File: src/rtl/orde_entry_ctrl.sv
// Entry allocation/retirement controller for one ordering-engine block.
// Allocates in issue order, accepts responses in any order, retires in issue order.
module orde_entry_ctrl #(
    parameter int unsigned NUM_PER_BLOCK = 32,
    localparam int unsigned IW = $clog2(NUM_PER_BLOCK)
) (
    input  logic          clk_i,
    input  logic          rst_i,
    input  logic          alloc_req_i,
    output logic          alloc_gnt_o,
    output logic [IW-1:0] alloc_idx_o,
    input  logic          resp_valid_i,
    input  logic [IW-1:0] resp_idx_i,
    output logic          empty_idx_valid_o,
    output logic [IW-1:0] empty_idx_o,
    output logic          oldest_idx_valid_o,
    output logic [IW-1:0] oldest_idx_o,
    output logic          oldest_idx_next_valid_o,
    output logic [IW-1:0] oldest_idx_next_o,
    output logic          pop_idx_valid_o,
    output logic [IW-1:0] pop_idx_o,
    output logic [IW:0]   count_o,
    output logic          full_o,
    output logic          empty_o,
    output logic          err_o
);

    localparam int unsigned CW = IW + 1;

    logic [IW-1:0]            head_q, head_d;
    logic [IW-1:0]            tail_q, tail_d;
    logic [CW-1:0]            count_q, count_d;
    logic [NUM_PER_BLOCK-1:0] alloc_vec_q, alloc_vec_d;
    logic [NUM_PER_BLOCK-1:0] done_vec_q, done_vec_d;
    logic                     err_q, err_d;

    logic          full;
    logic          empty;
    logic          gnt;
    logic          pop;
    logic          resp_ok;
    logic [IW-1:0] head_inc;
    logic [IW-1:0] tail_inc;

    assign full     = (count_q == CW'(NUM_PER_BLOCK));
    assign empty    = (count_q == '0);
    // Grant uses the registered full, so a slot freed by a pop is granted next cycle.
    assign gnt      = alloc_req_i & ~full & ~rst_i;
    assign pop      = ~empty & done_vec_q[head_q];
    assign resp_ok  = alloc_vec_q[resp_idx_i] & ~done_vec_q[resp_idx_i];
    assign head_inc = head_q + IW'(1);
    assign tail_inc = tail_q + IW'(1);

    always_comb begin
        head_d      = head_q;
        tail_d      = tail_q;
        alloc_vec_d = alloc_vec_q;
        done_vec_d  = done_vec_q;
        err_d       = err_q;

        if (pop) begin
            alloc_vec_d[head_q] = 1'b0;
            done_vec_d[head_q]  = 1'b0;
            head_d              = head_inc;
        end

        if (gnt) begin
            alloc_vec_d[tail_q] = 1'b1;
            done_vec_d[tail_q]  = 1'b0;
            tail_d              = tail_inc;
        end

        // Responses check registered state only: a same-cycle allocation is not yet live.
        if (resp_valid_i && !rst_i) begin
            if (resp_ok) begin
                done_vec_d[resp_idx_i] = 1'b1;
            end else begin
                err_d = 1'b1;
            end
        end

        count_d = count_q + CW'(gnt) - CW'(pop);
    end

    always_ff @(posedge clk_i) begin
        if (rst_i) begin
            head_q      <= '0;
            tail_q      <= '0;
            count_q     <= '0;
            alloc_vec_q <= '0;
            done_vec_q  <= '0;
            err_q       <= 1'b0;
        end else begin
            head_q      <= head_d;
            tail_q      <= tail_d;
            count_q     <= count_d;
            alloc_vec_q <= alloc_vec_d;
            done_vec_q  <= done_vec_d;
            err_q       <= err_d;
        end
    end

    assign alloc_gnt_o             = gnt;
    assign alloc_idx_o             = tail_q;
    assign empty_idx_valid_o       = ~full;
    assign empty_idx_o             = tail_q;
    assign oldest_idx_valid_o      = ~empty;
    assign oldest_idx_o            = head_q;
    assign oldest_idx_next_valid_o = (count_d != '0);
    assign oldest_idx_next_o       = pop ? head_inc : head_q;
    assign pop_idx_valid_o         = pop;
    assign pop_idx_o               = head_q;
    assign count_o                 = count_q;
    assign full_o                  = full;
    assign empty_o                 = empty;
    assign err_o                   = err_q;

endmodule

File: config.mk
export PLATFORM = sky130hd
export DESIGN_NAME = orde_entry_ctrl
export DESIGN_NICKNAME = d
export VERILOG_FILES = /design/src/rtl/orde_entry_ctrl.sv
export SDC_FILE = /design/constraint.sdc
export NUM_CORES = 1
export LEC_CHECK = 0
export CORE_MARGIN = 2
export CORE_UTILIZATION = 50
export CTS_CLUSTER_SIZE = 40
export DETAILED_ROUTE_END_ITERATION = 10
export PLACE_DENSITY_LB_ADDON = 0.15
export SLEW_MARGIN = 20
export SYNTH_ARGS = -nofsm -noshare
export SYNTH_HDL_FRONTEND = slang
export SYNTH_SLANG_ARGS = --single-unit
File: constraint.sdc
create_clock -name clk_i -period 10.8 [get_ports clk_i]
set_clock_uncertainty 0.15 [all_clocks]
set_input_delay 1.08 -clock clk_i [delete_from_list [all_inputs] [get_ports clk_i]]
set_output_delay 1.08 -clock clk_i [all_outputs]
set_load 0.1 [all_outputs]
# Word-level counts from Yosys, hierarchy flattened
# Cells that the tools add are included.
word_totals:
  regBits: 81
  n_memories: 0
  mem_bits_rw: 0
  mem_bits_ro: 0
  input_bits: 9
  latch_bits: 0
  word_cells: 60
op_classes:
  n_eq_ne: 1
  muxes: 19
  addsub: 4
  multipliers: 0
  n_reduce_logical: 8
  div: 0
  bitwise_logic: 16
  n_shift: 0
  n_lt_le_gt_ge: 6
op_table:
  columns: ["cell", "n"]
  rows:
  - ["$mux 32", 6]
  - ["$and 32x32->32", 3]
  - ["$not 32->32", 2]
  - ["$or 32x32->32", 2]
  - ["$lt 5x6->1 const B", 3]
  - ["$bmux 1 s5", 3]
  - ["$demux 1 s5", 3]
  - ["$ge 5x1->1 const B", 3]
  - ["$add 5x1->5 const B", 2]
  - ["$add 6x1->6", 1]
  - ["$eq 6x6->1 const B", 1]
  - ["$logic_not 6->1", 1]
  - ["$mux 1", 6]
  - ["$reduce_bool 6->1", 1]
  - ["$sub 6x1->6", 1]
  - ["$mux 5", 1]
  - ["$not 1->1", 5]
  - ["$and 1x1->1", 4]
  - ["$logic_and 1x1->1", 4]
  - ["$reduce_and 2->1", 1]
  - ["$logic_not 1->1", 1]

# Depth between registers and ports, before layout
# Gate-level depths: netlist of the first run.
depth:
  word_depth: 12
  mapped_depth: 19
  depth_no_buf: 16

# Worst setup path before layout of the first run
# OpenSTA, ideal clock, no wires.
synth_path:
  path_type: "register to output"
  start: "register count_q[2], in the netlist count_o[2]"
  end: "output oldest_idx_next_valid_o"
  t_arrival_ps: 7031
  stages_incl_launch_ff: 15
  required_time_ps: 9570
  setup_slack_ps: 2539
  path_cell_list: "dfxtp_1 > inv_1 > ha_1 > nand3_1 > clkinv_1 > nor3_2 > ha_1 > inv_1 > fa_1 > inv_1 > a21oi_1 > nor2_1 > nor2_1 > xor2_1 > nand4_1"
synth_between:
  elab_chain_cells: 7
  elab_cells_between_ends: 10
  classes_between: "add/sub: 2; eq/ne: 1; bitwise: 5; reduce/logical: 2"
synth_lines:
  columns: ["element", "line_no", "source"]
  rows:
  - ["from (decl)", "32", "logic [CW-1:0] count_q, count_d;"]
  - ["from (signal assigned)", "96", "count_q <= count_d;"]
  - ["$eq 6x6->1", "45", "assign full = (count_q == CW'(NUM_PER_BLOCK));"]
  - ["$not 1->1", null, null]
  - ["net empty_idx_valid_o", "14", "output logic empty_idx_valid_o,"]
  - ["$and 1x1->1 (2 in series)", "48", "assign gnt = alloc_req_i & ~full & ~rst_i;"]
  - ["net alloc_gnt_o", "10", "output logic alloc_gnt_o,"]
  - ["$add 6x1->6", "82", "count_d = count_q + CW'(gnt) - CW'(pop);"]
  - ["$sub 6x1->6", "82", null]
  - ["$reduce_bool 6->1", "109", "assign oldest_idx_next_valid_o = (count_d != '0);"]
  - ["to (decl)", "18", "output logic oldest_idx_next_valid_o,"]
# The timed path passes the listed nets, and every way through them passes these cells.

# Worst setup path in the final report of the first run
layout_path:
  start: "register head_q[3], in the netlist oldest_idx_o[3]"
  end: "output oldest_idx_next_valid_o"
layout_between:
  elab_chain_cells: 5
layout_lines:
  columns: ["element", "line_no", "source"]
  rows:
  - ["from (decl)", "30", "logic [IW-1:0] head_q, head_d;"]
  - ["from (signal assigned)", "87", "head_q <= '0;"]
  - ["from (signal assigned)", "94", "head_q <= head_d;"]
  - ["$bmux 1 s5", "49", "assign pop = ~empty & done_vec_q[head_q];"]
  - ["$mux 1 (not written as such)", "49", null]
  - ["$and 1x1->1", "49", null]
  - ["$sub 6x1->6", "82", null]
  - ["$reduce_bool 6->1", "109", null]
# No other way between the ends. The select of a mux whose other input is x is not followed.

==> results of run 1 <==
==> critical path: cells and delay by family (launching register included) <==
| kind | cells | cell delay [ps] |
|---|---|---|
| adders and majority gates | 3 | 760 |
| DFF | 1 | 870 |
| and+or+nand+nor | 4 | 660 |
| AOI/OAI and AO/OA | 4 | 610 |
| xor gates and xnor gates | 1 | 150 |
| buffers and inverters | 4 | 1320 |
==> flip-flops by register name (all words and copies together), names as in the netlist <==
name and count:
alloc_idx_o 5, done_vec_q 32, err_o 1, oldest_idx_o 5, alloc_vec_q 32, count_o 6
==> routing by layer <==
metal | vias to the layer above | wire length (um) | GRT usage [%]
met5 | - | 0 | 0
met4 | 0 | 515 | 13.80
met3 | 51 | 1696 | 6.675
met2 | 302 | 7233 | 46.27
met1 | 2292 | 6321 | 36.47
li1 | 2149 | - | -
==> power groups by stage <==
| stage | Sequential [mW] | Combinational [mW] | Clock, mW |
|---|---|---|---|
| after floorplan | 0.380 | 0.212 | 0 |
| after global placement | 0.327 | 0.334 | 0 |
| after detailed placement | 0.327 | 0.337 | 0 |
| after CTS | 0.321 | 0.338 | 0.219 |
| after global routing | 0.322 | 0.355 | 0.229 |
| final | 0.320 | 0.339 | 0.217 |
==> cells in the mapped netlist (8+ instances only) <==
cell type | count | share of area (%)
sky130_fd_sc_hd__nor2_1 | 18 | 1.3
sky130_fd_sc_hd__a31oi_1 | 26 | 3.2
sky130_fd_sc_hd__buf_6 | 9 | 2.0
sky130_fd_sc_hd__o221ai_1 | 10 | 1.7
sky130_fd_sc_hd__mux2i_1 | 33 | 6.5
sky130_fd_sc_hd__inv_1 | 22 | 1.6
sky130_fd_sc_hd__o211ai_1 | 18 | 2.7
sky130_fd_sc_hd__nand3_1 | 34 | 3.4
sky130_fd_sc_hd__buf_4 | 13 | 1.9
sky130_fd_sc_hd__a22o_1 | 8 | 1.4
sky130_fd_sc_hd__buf_2 | 12 | 1.2
sky130_fd_sc_hd__xnor2_1 | 8 | 1.4
sky130_fd_sc_hd__a21oi_1 | 19 | 1.9
sky130_fd_sc_hd__o21ai_0 | 8 | 0.79
sky130_fd_sc_hd__nand2_1 | 27 | 2.0
sky130_fd_sc_hd__clkbuf_1 | 20 | 1.5
sky130_fd_sc_hd__a31o_1 | 28 | 4.9
sky130_fd_sc_hd__a32o_1 | 20 | 4.0
sky130_fd_sc_hd__nand3b_1 | 12 | 1.8
sky130_fd_sc_hd__ha_1 | 17 | 4.2
sky130_fd_sc_hd__nor3_1 | 15 | 1.5
sky130_fd_sc_hd__dfxtp_1 | 81 | 32
==> worst max-delay path by stage <==
stage | startpoint | endpoint | slack, ps
6_report | oldest_idx_o[3] | oldest_idx_next_valid_o | 4820
5_1_grt | oldest_idx_o[3] | oldest_idx_next_valid_o | 4600
4_1_cts | oldest_idx_o[0] | oldest_idx_next_valid_o | 4590
3_5_place_dp | oldest_idx_o[0] | oldest_idx_next_valid_o | 5000
3_3_place_gp | oldest_idx_o[0] | oldest_idx_next_valid_o | 5130
2_1_floorplan | count_o[2] | oldest_idx_next_valid_o | 2540
==> placed cells by master (no fill, tap or decap), types with 3 or more instances in the layout <==
master                            count
sky130_fd_sc_hd__a211oi_1             4
sky130_fd_sc_hd__a21oi_1             19
sky130_fd_sc_hd__a22o_1               8
sky130_fd_sc_hd__a2bb2o_1             7
sky130_fd_sc_hd__a31o_1              28
sky130_fd_sc_hd__a31oi_1             26
sky130_fd_sc_hd__a32o_1              20
sky130_fd_sc_hd__and2_1               6
sky130_fd_sc_hd__and3_1               7
sky130_fd_sc_hd__buf_4               11
sky130_fd_sc_hd__clkbuf_8             9
sky130_fd_sc_hd__clkdlybuf4s50_1     47
sky130_fd_sc_hd__dfxtp_1             80
sky130_fd_sc_hd__ha_1                17
sky130_fd_sc_hd__inv_1               22
sky130_fd_sc_hd__mux2i_1             33
sky130_fd_sc_hd__mux4_2               7
sky130_fd_sc_hd__nand2_1             27
sky130_fd_sc_hd__nand3_1             34
sky130_fd_sc_hd__nand3b_1            12
sky130_fd_sc_hd__nand4_1              3
sky130_fd_sc_hd__nor2_1              18
sky130_fd_sc_hd__nor2b_1              4
sky130_fd_sc_hd__nor3_1              15
sky130_fd_sc_hd__nor3b_1              4
sky130_fd_sc_hd__nor4b_2              3
sky130_fd_sc_hd__o211ai_1            18
sky130_fd_sc_hd__o21ai_0              8
sky130_fd_sc_hd__o221ai_1            10
sky130_fd_sc_hd__o22ai_1              5
sky130_fd_sc_hd__or3_1                6
sky130_fd_sc_hd__or3b_1               6
sky130_fd_sc_hd__xnor2_1              8
==> per-stage QoR <==
stage	hold slack (ps)	utilization (%)	total power, mW
3_5_place_dp	301.0	55.49	0.6641
3_3_place_gp	290.1	55.49	0.6603
4_1_cts	319.5	57.39	0.8780
5_1_grt	343.3	57.41	0.9060
6_report	321.5	57.41	0.8769
2_1_floorplan	278.5	-	0.5916
==> cell type report <==
cell class,count,area (um2),area share [%]
Inverter,24,90.09,1.605
Timing Repair Buffer,58,553.0,9.855
Clock buffer,9,123.9,2.207
Tap cell,133,166.4,2.965
Clock inverter,7,61.31,1.093
Multi-Input combinational cell,392,2994,53.36
Sequential cell,81,1623,28.92
==> kinds of logic (layout without fill, tap and decap cells) <==
logic type	Yosys count	count (layout)
fa+ha+maj	18	18
simple gates	157	157
buf+inv	82	98
xor+xnor	9	9
flops	81	81
mux	42	42
compound gates	166	166
==> metrics list, run 1 <==
- Outcome: finished, final reports clean
- Number of cells produced by synthesis: 555
- Once the clock tree was built, the resizer swapped 0 gates to a different size.
- In this run switching power makes up 44.95% of total power.
- The die covers 10930 um2.
- Synth unique cells: 58
* Peak fanout along the critical path: 28
- FP Rows: 36
- Unrepaired setup endpoints after global routing: no
* Number of standard cells in the final layout excluding fillers: 704
- Across the run, the number of max-cap violations was 0.
* Insertion delay of the later-clocked pin in the worst-skew pair: 370 ps
- Final worst slack: 4819 ps
* Synth-to-layout area growth: 11.04%
- The startpoint identified for the worst hold timing path is alloc_vec_q[26].
- Cell with the most instances on the worst path: sky130_fd_sc_hd__inv_1
- Critical Path Start Type: register
- The path with the worst hold slack has its endpoint at alloc_vec_q[26].
- In this run the static leakage power is 1.928 nW.
* Number of register bits inferred by synthesis: 81
- In the final routed layout, each cell accounts on average for 22.39 um.
- The congestion estimate from routability-driven global placement came to 0.9147.
- The most used flip-flop cell after synthesis is sky130_fd_sc_hd__dfxtp_1.
* Dominant combinational cell family by area after synthesis: compound AO/OA/AOI/OAI gates
* Post-synthesis instance area: 5054 um2
* Die H: 104.5 um
- Measured against the total synthesized area, the mux share comes to 10.10%.
- Internal power comes to 482.7 uW.
- The synthesized netlist devotes 17.65% of its cell area to simple gates.
- The post-route netlist has 7.706% of its cells at a drive strength greater than 1.
- Global routing finished with a remaining overflow of 0.
- Max-slew violation count: 0
- The worst register-to-register path has a depth of 15.
- CTS clk-pin slew, worst paths: 90 ps
- The worst register-to-register path ends at count_o[4].
- Setup TNS after final layout: 0 ps
* I/O pins: 48
* Final Net Count: 593
- After detailed placement, the total cell area comes to 5424 um2.
* Critical path's slowest cell: sky130_fd_sc_hd__clkdlybuf4s50_1
* CTS Sinks: 81
* EDFF count, synth: 0
* First DRT Iteration DRCs: 567
* Routed wire length: 15770 um
- Sequential cells burn 36.5% of the power.
* Die span in x: 104.5 um
- Fmax: 167.2 MHz
- Traced cell by cell, the critical path runs through or3b_1, o221ai_1, a22o_1, o21a_2, ha_1, inv_1, ha_1, inv_1, fa_1, inv_1, a21oi_1, nor2_1, nor2_1, xor2_1, nand4_1, clkdlybuf4s50_1.
- Clock root buffer: sky130_fd_sc_hd__clkbuf_8
- In this run the critical register-to-register path is launched from oldest_idx_o[3].
- The number of placed instances, taps included, is 688.
- Cells on Worst Hold Path: 2
- Yosys printed 0 warnings.
- Count of final hold-check violations: 0
- Fraction of synthesized cell area in xor and xnor cells: 1.560%
* Post-detailed-route DRC marker count: 0
* Via-per-instance ratio: 6.810
- Net Count, Synth: 582
- After floorplanning, the core was sized to cover 9774 um2.
* Port Buf Inserts: 47
- Summed over all nets, the switching power comes to 394.2 uW.
* Actual slew at the worst max-slew pin: 1238 ps
- At the worst endpoint, the required time is 9570 ps.
- The synthesized netlist devotes 25.30% of its cell area to compound gates.
- Sum of net half-perimeters after detailed placement: 10200 um
- Count of inserted antenna diode cells: 0
* Sort of element at the end of the critical path: output pin
* Worst slack after detailed placement: 4996 ps
- Buffer count from post-CTS setup fixing: 0
- PwrDens: 156.3 nW/um2
- The via count of the first global-routing pass was 4777.
* Number of hold-repair buffers added at the cts stage: 0
- Once detail routing completed, the nets flagged for antenna violations numbered 0.
- Part of the power in the clock network: 24.8%
- CTS tree: yes
- Post-layout min period: 5981 ps
* Number of detailed-routing iterations run before antenna repair: 5
* Longest Clk Path Bufs: 2
- The H-tree generated during clock tree synthesis spans 3 levels.
- Adder and majority cell fraction of the synthesized area: 4.605%
* Worst stage delay on the critical path: 1130 ps
- The worst pin sits at a relative slew slack of 16.87%.
- Part of the Yosys area used for sequential elements: 32.09%
- Final cycle utilization of the critical path: 55.38%
- The share of total power dissipated in combinational logic is 38.7%.
* Average instance area after synthesis: 9.106 um2
* Path class of the lowest-slack min-delay path: reg -> reg
- Global routing consumed, over all layers together, 28.80% of the routing resources.
- Setup violations remaining at the end of the flow were counted as 0.
- The worst setup path is of the reg -> out kind.
- Final std cell area, no fill: 5612 um2
- Data arrives at the worst endpoint at 4750 ps.
- The final route contains 4794 vias.
- The first global-routing pass estimated 25070 um of wire.
* Worst ir drop on vdd: 0.0002539 V
* Reg2Reg Setup Slack: 7300 ps
* TritonCTS buffer count: 9
- The layout has 875 filler cells.
* Pin count of the biggest net entering global routing: 53
- Async S/R FF share, synth: 0%
- The number of antenna violations at the first check in global routing was 0.
- Starting utilization of the core area: 51.70%
No activity file was read; power rests on OpenSTA's default activity.
==> run 2, diff against run 1 <==
==> constraint.sdc (replaced) <==
create_clock -name clk_i -period 5.4 [get_ports clk_i]
set_clock_uncertainty 0.15 [all_clocks]
set_input_delay 0.54 -clock clk_i [delete_from_list [all_inputs] [get_ports clk_i]]
set_output_delay 0.54 -clock clk_i [all_outputs]
set_load 0.1 [all_outputs]
==> metrics list, run 2 (same netlist as run 1, synthesis figures left out) <==
- Outcome: finished, final reports clean
- The worst hold path terminates at alloc_vec_q[26].
* Critical Path Start Type: register
- The area growth from synthesis to layout is 11.98%.
- Depth of the worst register-to-register path: 13 (-2)
- Reg2Reg Setup Slack: 1900 ps (-5400 ps)
* Fmax: 217.4 MHz
- The routed length on met2 was 7319 um (+1.2%).
* PwrDens: 312.2 nW/um2 (+100%)
- The highest layer touched by signal routing is met4.
- GRT overflow: 0 (unchanged)
- Setup TNS after final layout: 0 ps (unchanged)
- The total clock buffers created by CTS came to 9 (unchanged).
- The post-layout total power was 1.767 mW (+100%).
- The number of cells in the design after placement was 690 (+0.29%).
- Final cycle utilization of the critical path: 85.20%
- The area taken by flip-flops and latches came to 1632 um2 (+0.54%).
- Max-Slew Margin vs Limit: 22.20% (+5.3 points)
- The total of cells resized after clock tree synthesis is 0 (unchanged).
* CTS H-tree lvls: 3 (unchanged)
* Sum of net half-perimeters after detailed placement: 10290 um (+0.90%)
* Most common cell after layout, fill and taps aside: sky130_fd_sc_hd__dfxtp_1
* Crit path required time: 4710 ps (-4860 ps)
- CTS clk-pin slew, worst paths: 80 ps (about the same)
- The wire length per cell was 22.68 um (+1.3%).
- TritonCTS built the clock tree.
* Cells on Worst Hold Path: 2 (unchanged)
- The DRC violations left was 0 (unchanged).
* Met1 Wirelength: 6480 um (+2.5%)
- Post-layout min period: 4601 ps
* Number of detailed-routing iterations run before antenna repair: 6 (+1)
- Remaining number of nets flagged by the antenna check after routing: 0 (unchanged)
- The root buffer cell chosen for the clock tree is sky130_fd_sc_hd__clkbuf_8.
- The count of buffers inserted at the top-level ports came to 47 (unchanged).
* Wire length of the first global-routing pass: 25360 um (+1.2%)
- The startpoint identified for the worst hold timing path is alloc_vec_q[26].
- Count of final hold-check violations: 0 (unchanged)
- Count of inserted antenna diode cells: 0 (unchanged)
- In this run the worst hold path is classified as reg -> reg.
- Destination of the worst register-to-register timing path: count_o[5]
- The maximum fanout count along the critical path is 28 (unchanged).
- Combined global-route utilization of all metal layers: 29.41% (+0.61 points)
- Vias in the first global route: 4647 (-2.7%)
* Area of the multi-input gates: 3027 um2 (+1.1%)
* First DRT Iteration DRCs: 486 (-14%)
* Highest-count cells in the layout ignoring fill and taps: sky130_fd_sc_hd__dfxtp_1 (73), sky130_fd_sc_hd__clkdlybuf4s50_1 (41), sky130_fd_sc_hd__mux2i_1 (33), sky130_fd_sc_hd__nand3_1 (33), sky130_fd_sc_hd__a31o_1 (28)
- The worst setup path is captured at an output pin.
- The effective utilization at floorplan is 51.70% (unchanged).
- The number of top-level pins was 48 (unchanged).
* Die span in x: 104.5 um (unchanged)
* CTS Sinks: 81 (unchanged)
- Final worst slack: 799.2 ps (-4019 ps)
- The slew at the pin closest to its max-slew limit was 1158 ps (-79.48 ps).
- FP Rows: 36 (unchanged)
* Number of inserted filler cells in the final layout: 882 (+0.80%)
- The overall die height is 104.5 um (unchanged).
* Via-per-instance ratio: 6.806 (about the same)
* Amount of wire on met3 after detailed routing: 1491 um (-12%)
- The wire length reported by the detailed router was 15990 um (+1.4%).
- The source-to-sink clock delay at the later pin of the worst-skew pair was 370 ps (about the same).
- Vias after detailed routing: 4798 (+0.083%)
- The signal arrival time at the worst endpoint is 3910 ps (-840 ps).
- The area of the die came to 10930 um2 (unchanged).
- The largest net degree at the start of global routing was 54 (+1.9%).
- Number of hold-repair buffers added at the cts stage: 0 (unchanged)
- Share of cells above drive strength 1: 11.01% (+3.3 points)
- The number of antenna violations at the first check in global routing came to 0 (unchanged).
- Core ar.: 9774 um2 (unchanged)
* Worst ir drop on vdd: 0.0006348 V (+150%)
- Max-slew violation count: 0 (unchanged)
- The total setup violations reported at the end of the flow was 0 (unchanged).
- Gp weighted congestion: 0.9162 (+0.16%)
* Max-cap violations: 0 (unchanged)
* Longest Clk Path Bufs: 2 (unchanged)
* Leakage: 1.972 nW (+2.3%)
- Worst slack after detailed placement: 1185 ps (-3811 ps)
- Final Net Count: 595 (+0.34%)
- The post-CTS setup-driven buffer insertion count came to 0 (unchanged).
- In this run the critical register-to-register path is launched from oldest_idx_o[3].
- The critical path is of the reg -> out type.
* Unrepaired setup endpoints after global routing: no
- Number of standard cells in the final layout excluding fillers: 705 (+0.14%)
==> run 2: changes by cell type in the layout (fill, tap and decap cells not counted), moves of 2 or more <==
cell                              before  now
sky130_fd_sc_hd__clkdlybuf4s50_1      47   41
sky130_fd_sc_hd__inv_6                 2    0
sky130_fd_sc_hd__dfxtp_1              80   73
sky130_fd_sc_hd__clkinv_2              0    3
sky130_fd_sc_hd__buf_4                11   18
sky130_fd_sc_hd__dfxtp_2               1    8
==> run 2: where the power goes <==
part,switching [mW],internal (mW),total [mW],leakage [nW]
registers,0.0216,0.622,0.644,0.658
logic,0.519,0.198,0.717,1.22
clock network,0.230,0.176,0.406,0.0919
total,0.771,0.996,1.77,1.97
==> run 2: area by class of cell <==
type                    instances  area share [%]
multi-input cells             392           53.48
flip-flops and latches         81           28.83
repair buffers                 60           9.993
well taps                     133           2.941
clock buffers                  10           2.432
inverters                      24           1.747
clock inverters                 5          0.5748
==> run 2: worst max path at each step <==
stage / start / end / slack [ps] / cells past startpoint
final: oldest_idx_o[3] / oldest_idx_next_valid_o / 800 / 14
after global routing: oldest_idx_o[3] / oldest_idx_next_valid_o / 450 / 14
after CTS: oldest_idx_o[3] / oldest_idx_next_valid_o / 780 / 14
after detailed placement: oldest_idx_o[3] / oldest_idx_next_valid_o / 1190 / 14
after global placement: oldest_idx_o[3] / oldest_idx_next_valid_o / 1250 / 14
after floorplan: count_o[2] / oldest_idx_next_valid_o / 3 / 18
==> run 2: through the flow <==
step                utilization, %  cell area, um2  hold slack [ps]
finish                       57.90            5659            316.4
floorplan                        -            5096            278.5
CTS                          57.80            5649            313.1
global placement             56.05            5479            289.0
detailed placement           56.05            5479            300.0
global route                 57.90            5659            334.7
==> run 2: layer usage <==
| layer | track usage (%) | vias up |
|---|---|---|
| met1 | 38.90 | 2321 |
| li1 | - | 2145 |
| met4 | 15.73 | 0 |
| met5 | 0 | - |
| met3 | 5.864 | 55 |
| met2 | 45.14 | 277 |
==> run 2: critical path: stages (launching register included) <==
cell and delay, ps:
sky130_fd_sc_hd__dfxtp_1 860, sky130_fd_sc_hd__or3b_1 420, sky130_fd_sc_hd__o221ai_1 190, sky130_fd_sc_hd__a22o_1 210
sky130_fd_sc_hd__o21a_2 150, sky130_fd_sc_hd__ha_1 180, sky130_fd_sc_hd__inv_1 60, sky130_fd_sc_hd__ha_1 260
sky130_fd_sc_hd__a21o_1 180, sky130_fd_sc_hd__a21oi_1 210, sky130_fd_sc_hd__o21bai_1 90, sky130_fd_sc_hd__a21oi_1 180
sky130_fd_sc_hd__xnor2_1 170, sky130_fd_sc_hd__nand4_1 180, sky130_fd_sc_hd__buf_12 210
==> variant 1 (config.mk and constraints of run 2) <==
Put one more register stage on the output `count_o`, cleared by the reset. The value now appears one clock later. The other outputs are not delayed to match.
--- a/src/rtl/orde_entry_ctrl.sv
+++ b/src/rtl/orde_entry_ctrl.sv
@@ -111,5 +111,11 @@
     assign pop_idx_valid_o         = pop;
     assign pop_idx_o               = head_q;
-    assign count_o                 = count_q;
+    always_ff @(posedge clk_i) begin
+        if (rst_i) begin
+            count_o <= '0;
+        end else begin
+            count_o <= count_q;
+        end
+    end
     assign full_o                  = full;
     assign empty_o                 = empty;
Function: changed (Yosys sat finds a counterexample within 4 cycles, from zero or initial values and one cycle with rst_i high).
==> variant 1 against run 2 <==
  * Sequential cell count up 6
  * Power grew 11%
  * Clock power grew 4.9%
  * Synthesized area increased by 2.7%
  * First-iteration DRC count decreased by 19%
  * Count of clock-buffer cells in the layout rose by 2
  * Highest routed layer unchanged
  * Sequential share of layout area grew 1.0 points
  * Worst setup slack worse by 0.25 ns
  * Maximum frequency down 5.2%
  * Wire length is 1.1% higher
  * Largest cell class unchanged
  * Cell area rose by 3.7%
==> variant 1: results <==
set metrics [dict create \
    status "completed" \
    clock-sinks 87 \
    grt_pass1_vias 4531 \
    cp_max_fo 23 \
    cp.arrival_ns 4.16 \
    synth_nets 588 \
    drt-initial-drc-count 392 \
    grt_first_pass_wirelength_um 25660 \
    clkCellAreaFrac_pct 2.986 \
    place_inst 699 \
    num-nonclk-buffers 61 \
    fin_cells 715 \
    antenna_found_initial 0 \
    switching_share_pct 44.76 \
    peakVddDrop_mv 0.4233 \
    min_from "count_q[5]" \
    buf_share_pct 9.682 \
    final_nets 601 \
    p_leak_nw 2.033 \
    utilization_pct 57.60 \
    synth_xor_area_share_pct 1.349 \
    fill_cells 956 \
    seq_share_pct 29.86 \
    grt_usage_pct 29.51 \
    gp_congestion 0.9299 \
    drive_above_1_share_pct 19.69 \
    vias 4700 \
    grt_max_degree 37 \
    hpwl_um 11020 \
    dp_slack_ns 0.9927 \
    power-per-cell-area_nw_per_um2 333.1 \
    seq_area_frac_synth_pct 33.54 \
    place_area_sq_um 5692 \
    synth_fa_ha_area_share_pct 4.482 \
    power_switching_mw 0.8747 \
    worst_slew_pin_slew_ns 1.182 \
    wl_per_cell_um 22.60 \
    multi_input_area_share_pct 53.17 \
    powerComb_mw 0.836 \
    synth_mux_area_share_pct 11.54 \
    synth_area_leaders "dfxtp_1 34%, mux4_2 5.2%, a32o_1 4.4%, ha_1 4.1%, nand2_1 3.9%" \
    top_layer_used "met4" \
    synth-compound-area-share_pct 23.13 \
    synthTopCellsByCount "87 x dfxtp_1, 54 x nand2_1, 35 x nand3_1" \
    wl_met2_um 7730 \
    seq_cell_power_mw 0.691 \
    dr.pass1.iters 5 \
    wl_met1_um 6759 \
    wl_met3_um 1379 \
    startpoint "oldest_idx_o[0]" \
    synthCells 561 \
]
[variant 1: final timing paths]
path | to | slack [ns] | depth (start not counted)
setup / recovery | oldest_idx_next_valid_o | 0.55 | 17
hold reg to reg | count_o[5] | 0.31 | 2
setup reg to reg | count_q[4] | 1.65 | 16
hold / removal | count_o[5] | 0.31 | 2
[variant 1: per-layer routing]
| metal | track usage, % | vias to the layer above |
|---|---|---|
| met5 | 0 | - |
| met4 | 10.24 | 0 |
| met3 | 5.763 | 30 |
| met2 | 48.25 | 258 |
| met1 | 39.12 | 2287 |
| li1 | - | 2125 |
[variant 1: worst max-delay path, stage by stage (launching register included)]
cell	delay (ns)
dfxtp_4	0.56
mux2_1	0.38
a221o_1	0.35
or4_4	0.44
a21boi_4	0.19
nor2_4	0.06
ha_1	0.26
inv_1	0.06
ha_1	0.16
inv_1	0.06
fa_1	0.40
inv_1	0.07
a21oi_1	0.06
nor2_1	0.09
nor2_1	0.05
xor2_1	0.19
nand4_1	0.19
buf_12	0.22
==> variant 2 (flow settings as in run 2) <==
Made on the original files. The parameter `NUM_PER_BLOCK` goes from 32 to 16.
--- a/src/rtl/orde_entry_ctrl.sv
+++ b/src/rtl/orde_entry_ctrl.sv
@@ -2,5 +2,5 @@
 // Allocates in issue order, accepts responses in any order, retires in issue order.
 module orde_entry_ctrl #(
-    parameter int unsigned NUM_PER_BLOCK = 32,
+    parameter int unsigned NUM_PER_BLOCK = 16,
     localparam int unsigned IW = $clog2(NUM_PER_BLOCK)
 ) (
Interface: changed (7 resized); port bits go from 48 to 41. No check against the original RTL was run, so the function may have changed too.
==> variant 2 against run 2 <==
  * Worst hold slack worse by 0.0083 ns
  * Cell area is 42% lower
  * Power is 24% lower
  * Worst setup slack better by 0.022 ns
  * Count of clock-buffer cells in the layout is 4 lower
  * Die area is 45% lower
  * Highest routed layer unchanged
  * Sequential cell count is 35 lower
  * Wire length is 57% lower
  * Combinational power is 3.3% lower
  * Synthesized area is 47% lower
  * Largest power group unchanged
  * Final cell count is 44% lower
==> variant 2: results <==
set metrics [dict create \
    clk_latency_ns 0.30 \
    peakVddDrop_mv 0.6049 \
    synth_area_leaders "dfxtp_1 34%, mux4_2 6.7%, ha_1 6.5%, nand2_1 4.3%, nand4_1 3.5%" \
    clk_pin_slew_ns 0.09 \
    critPathMaxStageDelay_ns 0.67 \
    cts_buffers 5 \
    synth_nets 320 \
    dr.pass1.iters 4 \
    drt-initial-drc-count 207 \
    r2r_end "count_o[4]" \
    final_nets 348 \
    hold_path_class "register to register" \
    place_area_sq_um 3169 \
    cts_buffer_depth 2 \
    port-buffer-count 40 \
    synthTopCellsByCount "46 x dfxtp_1, 31 x nand2_1, 18 x inv_1, 18 x nand3_1, 15 x nand4_1" \
    hold_slack_ns 0.3080 \
    cp.arrival_ns 3.89 \
    syn_area_per_cell_sq_um 9.045 \
    fin_cells 396 \
    yosysUniqueCellTypes 53 \
    place_inst 388 \
    grt_first_pass_wirelength_um 11100 \
    r2r_setup_slack_ns 1.81 \
    dp_slack_ns 1.170 \
    cts_htree_levels 2 \
    status "completed" \
    vias 2333 \
    seq_area_frac_synth_pct 34.28 \
    grt_usage_pct 23.57 \
    hpwl_um 5036 \
    slew_headroom_pct 34.17 \
    min_delay_worst_endpoint "alloc_vec_q[14]" \
    routed_wirelength_um 6807 \
    cp_max_fo 15 \
    gp_congestion 0.8544 \
    grt_max_degree 27 \
    antenna_found_initial 0 \
    min_from "alloc_vec_q[14]" \
    drive_above_1_share_pct 15.34 \
    root_buffer "clkbuf_8" \
    cp_top_family "adder cells" \
    grt_pass1_vias 2217 \
    p_leak_nw 1.165 \
]
## variant 2: cell types whose count changed after synthesis, sizes merged, moves of 19 or more
cell and delta:
a31o -28, a31oi -20, a32o -19, buf -23
dfxtp -35, mux2i -26
## variant 2: where the power goes
group          total, mW  switching [mW]  leakage (nW)  internal (mW)
clock              0.259           0.121        0.0557          0.139
combinational      0.693           0.508         0.734          0.185
sequential         0.388          0.0251         0.375          0.363
total               1.34           0.654          1.16          0.687
## variant 2: logic make-up (layout without fill, tap and decap cells)
group | count (synthesis) | in the layout | share of synthesized area, %
and+or+nand+nor | 115 | 115 | 23.52
AOI/OAI and AO/OA | 53 | 53 | 13.79
DFF | 46 | 46 | 34.28
buffers and inverters | 41 | 70 | 7.405
muxes | 19 | 19 | 11.13
adders and majority gates | 15 | 15 | 7.266
xor gates and xnor gates | 8 | 8 | 2.608
## variant 2: layout make-up
type                    count  area (sq um)
clock buffers               6         72.57
inverters                  19         87.58
well taps                  70         87.58
multi-input cells         210          1642
fillers                   460          1862
clock inverters             2         36.28
flip-flops and latches     46         932.1
repair buffers             43         420.4
## variant 2: layer usage
metal	part of all wire (%)	track usage, %
met1	43	29.59
met2	49	41.13
met3	6.0	3.882
met4	2.1	7.500
met5	0	0
## variant 2: tightest hold or removal path, stage by stage, from the launching register on
cell	delay, ns
dfxtp_1	0.32
nand2_1	0.05
a21oi_1	0.05
## variant 2: worst max path at each step
stage,start,to,slack (ns),depth (start not counted)
5_1_grt,oldest_idx_o[3],oldest_idx_next_valid_o,0.68,14
3_3_place_gp,oldest_idx_o[3],oldest_idx_next_valid_o,1.24,14
6_report,oldest_idx_o[3],oldest_idx_next_valid_o,0.82,14
2_1_floorplan,count_o[3],oldest_idx_next_valid_o,-0.53,16
3_5_place_dp,oldest_idx_o[3],oldest_idx_next_valid_o,1.17,14
4_1_cts,oldest_idx_o[3],oldest_idx_next_valid_o,0.83,14
## variant 2: stage by stage
stage / util [%] / setup TNS, ns
after global placement: 61.66 / 0
after CTS: 63.78 / 0
after detailed placement: 61.66 / 0
final: 63.78 / 0
after floorplan: - / -0.5250
after global routing: 63.78 / 0
